[src/rtl/uart_lite_pkg.sv]
// Shared types and constants for the uart_lite TX/RX pair.
package uart_lite_pkg;

   localparam int unsigned DEFAULT_WIDTH     = 8;
   localparam int unsigned DEFAULT_DIV_WIDTH = 16;

   localparam int unsigned PAR_NONE = 0;
   localparam int unsigned PAR_EVEN = 1;
   localparam int unsigned PAR_ODD  = 2;

   typedef enum logic [2:0] {
      ST_IDLE,
      ST_START,
      ST_DATA,
      ST_PARITY,
      ST_STOP
   } state_e;

endpackage

[src/rtl/uart_lite_baud_cnt.sv]
// Loadable down-counter; tick_c is high while the count sits at zero.
module uart_lite_baud_cnt
   import uart_lite_pkg::*;
#(
   parameter int unsigned DIV_WIDTH = DEFAULT_DIV_WIDTH
) (
   input  logic                 clk_i,
   input  logic                 rst_ni,
   input  logic                 load_i,
   input  logic [DIV_WIDTH-1:0] load_val_i,
   output logic                 tick_c
);

   logic [DIV_WIDTH-1:0] cnt_q;

   always_ff @(posedge clk_i or negedge rst_ni) begin
      if (!rst_ni) begin
         cnt_q <= '0;
      end else if (load_i) begin
         cnt_q <= load_val_i;
      end else if (cnt_q != '0) begin
         cnt_q <= cnt_q - DIV_WIDTH'(1);
      end
   end

   assign tick_c = (cnt_q == '0);

endmodule

[src/rtl/uart_lite_tx.sv]
// UART transmit serializer: pops a FWFT FIFO and shifts start/data/parity/stop
// bits onto tx_o, chaining frames with no idle gap while data is available.
module uart_lite_tx
   import uart_lite_pkg::*;
#(
   parameter int unsigned WIDTH     = DEFAULT_WIDTH,
   parameter int unsigned DIV_WIDTH = DEFAULT_DIV_WIDTH,
   parameter int unsigned PARITY    = PAR_NONE,
   parameter int unsigned STOP_BITS = 1
) (
   input  logic                 clk_i,
   input  logic                 rst_ni,
   input  logic                 enable_i,
   input  logic [DIV_WIDTH-1:0] divisor_i,
   input  logic [WIDTH-1:0]     fifo_data_i,
   input  logic                 fifo_empty_i,
   output logic                 fifo_rd_o,
   output logic                 tx_o,
   output logic                 busy_o,
   output logic                 done_o
);

   localparam int unsigned BIT_W = 4;

   state_e               state_q, state_d;
   logic [WIDTH-1:0]     shift_q, shift_d;
   logic [DIV_WIDTH-1:0] div_q, div_d;
   logic [BIT_W-1:0]     bit_q, bit_d;
   logic                 par_q, par_d;
   logic                 tx_q, tx_d;
   logic                 busy_q, busy_d;
   logic                 cnt_load, tick, pop, pop_ok, last_stop;

   uart_lite_baud_cnt #(.DIV_WIDTH(DIV_WIDTH)) u_baud (
      .clk_i      (clk_i),
      .rst_ni     (rst_ni),
      .load_i     (cnt_load),
      .load_val_i (div_d - DIV_WIDTH'(1)),
      .tick_c     (tick)
   );

   assign pop_ok    = enable_i && !fifo_empty_i;
   assign last_stop = (bit_q == BIT_W'(STOP_BITS - 1));

   always_ff @(posedge clk_i or negedge rst_ni) begin
      if (!rst_ni) begin
         state_q <= ST_IDLE;
         shift_q <= '0;
         div_q   <= '0;
         bit_q   <= '0;
         par_q   <= 1'b0;
         tx_q    <= 1'b1;
         busy_q  <= 1'b0;
      end else begin
         state_q <= state_d;
         shift_q <= shift_d;
         div_q   <= div_d;
         bit_q   <= bit_d;
         par_q   <= par_d;
         tx_q    <= tx_d;
         busy_q  <= busy_d;
      end
   end

   // Next-state and datapath; a pop reloads word, parity and frame divisor.
   always_comb begin
      state_d  = state_q;
      shift_d  = shift_q;
      div_d    = div_q;
      bit_d    = bit_q;
      par_d    = par_q;
      cnt_load = 1'b0;
      pop      = 1'b0;
      unique case (state_q)
         ST_IDLE: begin
            if (pop_ok) begin
               pop     = 1'b1;
               state_d = ST_START;
            end
         end
         ST_START: begin
            if (tick) begin
               state_d  = ST_DATA;
               bit_d    = '0;
               cnt_load = 1'b1;
            end
         end
         ST_DATA: begin
            if (tick) begin
               cnt_load = 1'b1;
               if (bit_q == BIT_W'(WIDTH - 1)) begin
                  state_d = (PARITY != PAR_NONE) ? ST_PARITY : ST_STOP;
                  bit_d   = '0;
               end else begin
                  bit_d   = bit_q + BIT_W'(1);
                  shift_d = shift_q >> 1;
               end
            end
         end
         ST_PARITY: begin
            if (tick) begin
               state_d  = ST_STOP;
               bit_d    = '0;
               cnt_load = 1'b1;
            end
         end
         ST_STOP: begin
            if (tick) begin
               if (!last_stop) begin
                  bit_d    = bit_q + BIT_W'(1);
                  cnt_load = 1'b1;
               end else if (pop_ok) begin
                  pop     = 1'b1;
                  state_d = ST_START;
               end else begin
                  state_d = ST_IDLE;
               end
            end
         end
         default: state_d = ST_IDLE;
      endcase
      if (pop) begin
         shift_d  = fifo_data_i;
         div_d    = (divisor_i == '0) ? DIV_WIDTH'(1) : divisor_i;
         par_d    = (^fifo_data_i) ^ (PARITY == PAR_ODD);
         bit_d    = '0;
         cnt_load = 1'b1;
      end
   end

   // Line level for the upcoming cycle, registered so tx_o never glitches.
   always_comb begin
      tx_d      = 1'b1;
      busy_d    = (state_d != ST_IDLE);
      fifo_rd_o = pop && rst_ni;
      done_o    = (state_q == ST_STOP) && tick && last_stop;
      unique case (state_d)
         ST_START:  tx_d = 1'b0;
         ST_DATA:   tx_d = shift_d[0];
         ST_PARITY: tx_d = par_q;
         default:   tx_d = 1'b1;
      endcase
   end

   assign tx_o   = tx_q;
   assign busy_o = busy_q;

endmodule
[config.mk]
export PLATFORM = sky130hd
export DESIGN_NAME = uart_lite_tx
export DESIGN_NICKNAME = d
export VERILOG_FILES = /design/src/rtl/uart_lite_pkg.sv /design/src/rtl/uart_lite_baud_cnt.sv /design/src/rtl/uart_lite_tx.sv
export SDC_FILE = /design/constraint.sdc
export NUM_CORES = 1
export LEC_CHECK = 0
export ABC_AREA = 0
export CORE_MARGIN = 1
export CORE_UTILIZATION = 62
export DETAILED_ROUTE_END_ITERATION = 12
export PLACE_DENSITY = 0.86
export SLEW_MARGIN = 20
export SYNTH_ARGS = -nofsm -noshare
export SYNTH_HDL_FRONTEND = slang
export SYNTH_HIERARCHICAL = 1
export SYNTH_SLANG_ARGS = --single-unit
[constraint.sdc]
create_clock -name clk_i -period 7 [get_ports clk_i]
set_input_delay 1.4 -clock clk_i [delete_from_list [all_inputs] [get_ports clk_i]]
set_output_delay 1.4 -clock clk_i [all_outputs]
set_load 0.005 [all_outputs]
---- Word level (Yosys, flattened, before mapping) ----
Index checks and enable logic that the tools add are counted.
word-level totals
  input port bits ......................... 28
  register bits ........................... 50
  logic and storage cells ................. 79
  output and inout port bits .............. 4
operators by class
  $add $sub $neg .......................... 3
  reductions and logical operators ........ 20
  equal/unequal tests ..................... 13
  multiplexer cells ....................... 34
operators with widths
  operator               number
  $mux 16                4
  $logic_not 16->1       2
  $mux 8                 4
  $sub 16x1->16 const B  2
  $mux 4                 6
  $mux 3                 7
  $reduce_bool 16->1     1
  $pmux 3 s5             1
  $eq 3x2->1 const B     4
  $pmux 4 s3             1
  $ne 3x3->1 const B     3
  $mux 1                 8
  $reduce_xor 8->1       1
  $eq 3x1->1 const B     2
  $reduce_bool 2->1      3
  $reduce_and 5->1       1
  $add 4x1->4 const B    1
  $eq 4x3->1 const B     1
  $logic_and 1x1->1      4
  $logic_not 4->1        1
  $pmux 1 s2             2
  $reduce_bool 4->1      1
  $eq 3x3->1 const B     1
  $logic_not 3->1        1
  other kinds (8)        8

---- Longest topological paths before layout ----
  depth in word-level cells ............... 9
  depth in mapped cells ................... 18
  mapped depth without buffers ............ 17

---- Cells and area by module ----
Netlist, hierarchy kept.
modules (own cells, without submodules)
  module              area an instance (um^2)  sequential area each (um^2)  instances  cells each
  uart_lite_tx        2150.8                   852.1                        1          246
  uart_lite_baud_cnt  1006.0                   400.4                        1          104

---- Worst setup path before layout ----
No wires, ideal clock.
  kind .................................... input -> register
  start ................................... input port fifo_empty_i
  end ..................................... register u_baud.cnt_q[14]
  data required time ...................... 6.874 ns
  library setup time ...................... 0.126 ns
  path slack .............................. 2.159 ns
  stages on the path ...................... 11
  path buffers ............................ 1
  data arrival time ....................... 4.715 ns
  path through ............................ or4b_4 > a21oi_1 > clkbuf_1 > a21o_1 > ha_1 > or3b_4 > or4_4 > or3b_4 > o41ai_4 > xor2_1 > a221o_1
on the way
  word-level cells in the longest chain between the ends .. 9
  elaborated cells on any way between the ends .. 11
  those cells by class .................... 1 x add/sub; 7 x mux; 3 x reduce/logical
RTL lines
  what                  line                                     source
  from (decl)           uart_lite_tx.sv:16                       input logic fifo_empty_i,
  $logic_not 1->1 *     uart_lite_tx.sv:42                       assign pop_ok = enable_i && !fifo_empty_i;
  $logic_and 1x1->1 *   uart_lite_tx.sv:42
  $mux 1 *              uart_lite_tx.sv:76, uart_lite_tx.sv:112
  $mux 1                uart_lite_tx.sv:109                      if (!last_stop) begin
  $mux 1                uart_lite_tx.sv:108                      if (tick) begin
  $pmux 1 s2 *          uart_lite_tx.sv:74                       unique case (state_q)
  $mux 16               uart_lite_tx.sv:122                      if (pop) begin
  $sub 16x1->16         uart_lite_tx.sv:38                       .load_val_i (div_d - DIV_WIDTH'(1)),
  $mux 16               uart_lite_baud_cnt.sv:19                 end else if (load_i) begin
  to (signal assigned)  uart_lite_baud_cnt.sv:20                 cnt_q <= load_val_i;
  to (signal assigned)  uart_lite_baud_cnt.sv:22                 cnt_q <= cnt_q - DIV_WIDTH'(1);
  to (decl)             uart_lite_baud_cnt.sv:14                 logic [DIV_WIDTH-1:0] cnt_q;
Every way passes the cells marked *; elsewhere a longest branch is shown, timed or not.
A chain may end at the register's enable or synchronous reset.

---- Worst setup path after layout ----
  start ................................... register u_baud.cnt_q[0]
  end ..................................... register u_baud.cnt_q[14]
on the way
  word-level cells in the longest chain between the ends .. 6
  elaborated cells on any way between the ends .. 14
  those cells by class .................... 2 x add/sub; 9 x mux; 3 x reduce/logical
RTL lines
  what                line                      source
  $logic_not 16->1 *  uart_lite_baud_cnt.sv:26  assign tick_c = (cnt_q == '0);
  named net tick      uart_lite_tx.sv:32        logic cnt_load, tick, pop, pop_ok, last_stop;
  $mux 1              uart_lite_tx.sv:108
  $pmux 1 s2          uart_lite_tx.sv:74
  $mux 16             uart_lite_tx.sv:122
  $sub 16x1->16       uart_lite_tx.sv:38
  $mux 16             uart_lite_baud_cnt.sv:19
Mark *: on every way through the listed nets, which the timed path passes. The rest lies on a longest branch. The select of a mux whose other input is x is not followed.

==> impl_metrics.tcl <==
set metrics [dict create \
    die_w_um 73.4 \
    die-area_um2 5380 \
    wl_per_cell_um 15.4 \
    fp.dieH_um 73.4 \
    cts_buffers 5 \
    synth.distinct_cells 59 \
    initial_core_util_pct 65.5 \
    syn_nets 382 \
    grt-ovfl-total 0 \
    fin_crit_sh_pct 74.5 \
    cts_max_level 2 \
    critPathMaxFanout 36 \
    nets 411 \
    cts-root-buf "clkbuf_8" \
    insertion_delay_ps 320 \
    nFillCells 376 \
    vias_per_cell 5.96 \
    clock-sinks 50 \
    maxSlewViolCount 0 \
    remaining_drc_errors 0 \
    clock_path_buffers 2 \
    clk_pin_slew_ps 100 \
    port_buffers 31 \
    dp_hpwl_um 4950 \
    worstMarginPinSlew_ps 959 \
    initialDrtViolationCount 280 \
    rows 25 \
    cts_tree "yes" \
    drt-pass1-iter-count 7 \
    setup_violations 0 \
    worstPathArrival_ps 5420 \
    drive_above_1_share_pct 8.16 \
    wirelength_um 6880 \
    syn_area_um2 3160 \
    pwr_density_cell_nw_per_um2 334 \
    rsz0062_at_grt "no" \
    drtAntennaViolNets 0 \
    crit_path_start_kind "flip-flop" \
    fmax_ghz 0.192 \
    cp-end-kind "flip-flop" \
    yosys-top-cells-area "dfrtp_1 39%, nand2_1 8.8%, xnor2_1 5.8%" \
    hold_violations 0 \
    antenna_found_initial 0 \
    synth_edf_count 0 \
    place_ws_ps 1740 \
    ios 32 \
    yosys_most_used_dff "dfrtp_1" \
    yosys.area.top_type_share_pct 38.8 \
    synth_async_sr_flop_share_pct 100 \
    leakage_nw 1.57 \
    syn_to_final_growth_pct 14.3 \
    antennaDiodeCount 0 \
    synth-seq-area-share_pct 39.7 \
    core_um2 4820 \
    cts_setup_buffers 0 \
    worstPathRequired_ps 7200 \
    synth-seq-cells 50 \
    final_common_cell "nand2_1" \
    status "finished clean" \
    holdWs_ps 487 \
    dpl_cell_area_um2 3520 \
    routabilityCongestion 0.884 \
    design_area_um2 3610 \
    final_util_pct 74.9 \
    critical_path_class "flip-flop to flip-flop" \
    grt_pass1_wl_um 11600 \
    ir_drop_mv 0.201 \
    synth_largest_area_cell "dfrtp_1" \
    hold_path.class "flip-flop to flip-flop" \
    final_cell_mix "74 x nand2_1, 49 x dfrtp_1, 30 x clkdlybuf4s50_1, 21 x xnor2_1, 18 x nor2_1" \
    maxCapViolCount 0 \
    vias 2662 \
    synthCells 350 \
    grt_pass1_vias 2471 \
    timing.final.ws_setup_ps 1780 \
    finalClockSkew_ps 8.00 \
    min_period_ps 5220 \
    cts_resized 0 \
    cts.hold.buffers_added 0 \
    synth_area_per_cell_um2 9.02 \
    tns_ps 0 \
    grt_max_degree 52 \
    maxSlewHeadroom_pct 35.9 \
    grt.total_usage_pct 28.6 \
    ys_warn_count 6 \
]
-- per-stage QoR --
| step | cells | power (W) |
|---|---|---|
| 4_1_cts | 447 | 0.00120 |
| 6_report | 447 | 0.00121 |
| 5_1_grt | 447 | 0.00129 |
| 2_1_floorplan | 350 | 0.000886 |
| 3_3_place_gp | 439 | 0.00100 |
| 3_5_place_dp | 439 | 0.00103 |
-- per-layer routing --
metal / track usage, % / vias up / part of all wire, %
met5: 0 / - / 0
met4: 9.19 / 0 / 1.7
met3: 5.62 / 14 / 5.2
met2: 43.9 / 83 / 46
met1: 40.9 / 1264 / 47
li1: - / 1301 / -
-- cell families (layout without fill, tap and decap cells) --
logic type               count (synthesis)  after routing  synth area share (%)
multiplexers                             9              9                  2.85
adder cells (fa/ha/maj)                  4              4                  1.59
AO/OA/AOI/OAI                           62             62                  14.7
flip-flops                              50             50                  39.7
buffers and inverters                   22             52                  3.09
AND/OR/NAND/NOR                        171            171                  29.2
XOR/XNOR                                32             32                  8.88
-- final timing paths --
path                                  from               end  slack, ps  cells past startpoint
max in group asynchronous           rst_ni         div_q[12]       5400                      2
setup reg to reg           u_baud/cnt_q[0]  u_baud/cnt_q[14]       1780                     16
hold reg to reg                 shift_q[3]        shift_q[3]        490                      2
setup / recovery           u_baud/cnt_q[0]  u_baud/cnt_q[14]       1780                     16
hold / removal                  shift_q[3]        shift_q[3]        490                      2
min in group asynchronous           rst_ni          bit_q[3]       1180                      2
-- cells in the mapped netlist (5+ instances only) --
cell type  number
a21oi_1         9
a22oi_1         7
buf_2           6
clkbuf_1        6
dfrtp_1        49
inv_1           9
mux2i_1         9
nand2_1        74
nand2b_1       11
nand3_1         5
nor2_1         18
nor3_1         13
nor4_1          7
o211a_1         6
o21ai_0        11
xnor2_1        21
xor2_1         11
-- where the power goes --
part | switching [W] | internal, W | leakage, nW
Clock | 0.000101 | 0.0000703 | 0.0441
Combinational | 0.000258 | 0.000236 | 0.915
Sequential | 0.000126 | 0.000416 | 0.612
Total | 0.000485 | 0.000722 | 1.57
-- layout make-up --
| type | instances | area, µm² | area share (%) |
|---|---|---|---|
| Timing Repair Buffer | 35 | 335 | 9.29 |
| Tap cell | 67 | 83.8 | 2.32 |
| Clock buffer | 5 | 68.8 | 1.91 |
| Multi-Input combinational cell | 278 | 1810 | 50.3 |
| Clock inverter | 3 | 21.3 | 0.589 |
| Sequential cell | 50 | 1250 | 34.7 |
| Inverter | 9 | 33.8 | 0.936 |
-- flip-flops by register name, summed over array words and instances (netlist names) --
| name | cells |
|---|---|
| div_q | 16 |
| state_q | 3 |
| tx_o | 1 |
| par_q | 1 |
| bit_q | 4 |
| shift_q | 8 |
| busy_o | 1 |
| u_baud/cnt_q | 16 |
-- critical path, stage by stage (launching register included) --
cell and delay (ps):
dfrtp_1 430, inv_1 100, ha_1 190, nor3b_4 430, nand3_2 200, nor2_1 350
nor4bb_1 570, o21ai_2 90, buf_4 280, mux2i_1 250, ha_1 240, or3b_4 410
or4_4 450, or3b_4 440, o41ai_4 220, xor2_1 100, a221o_1 320
Power figures use the tool's default switching activity.
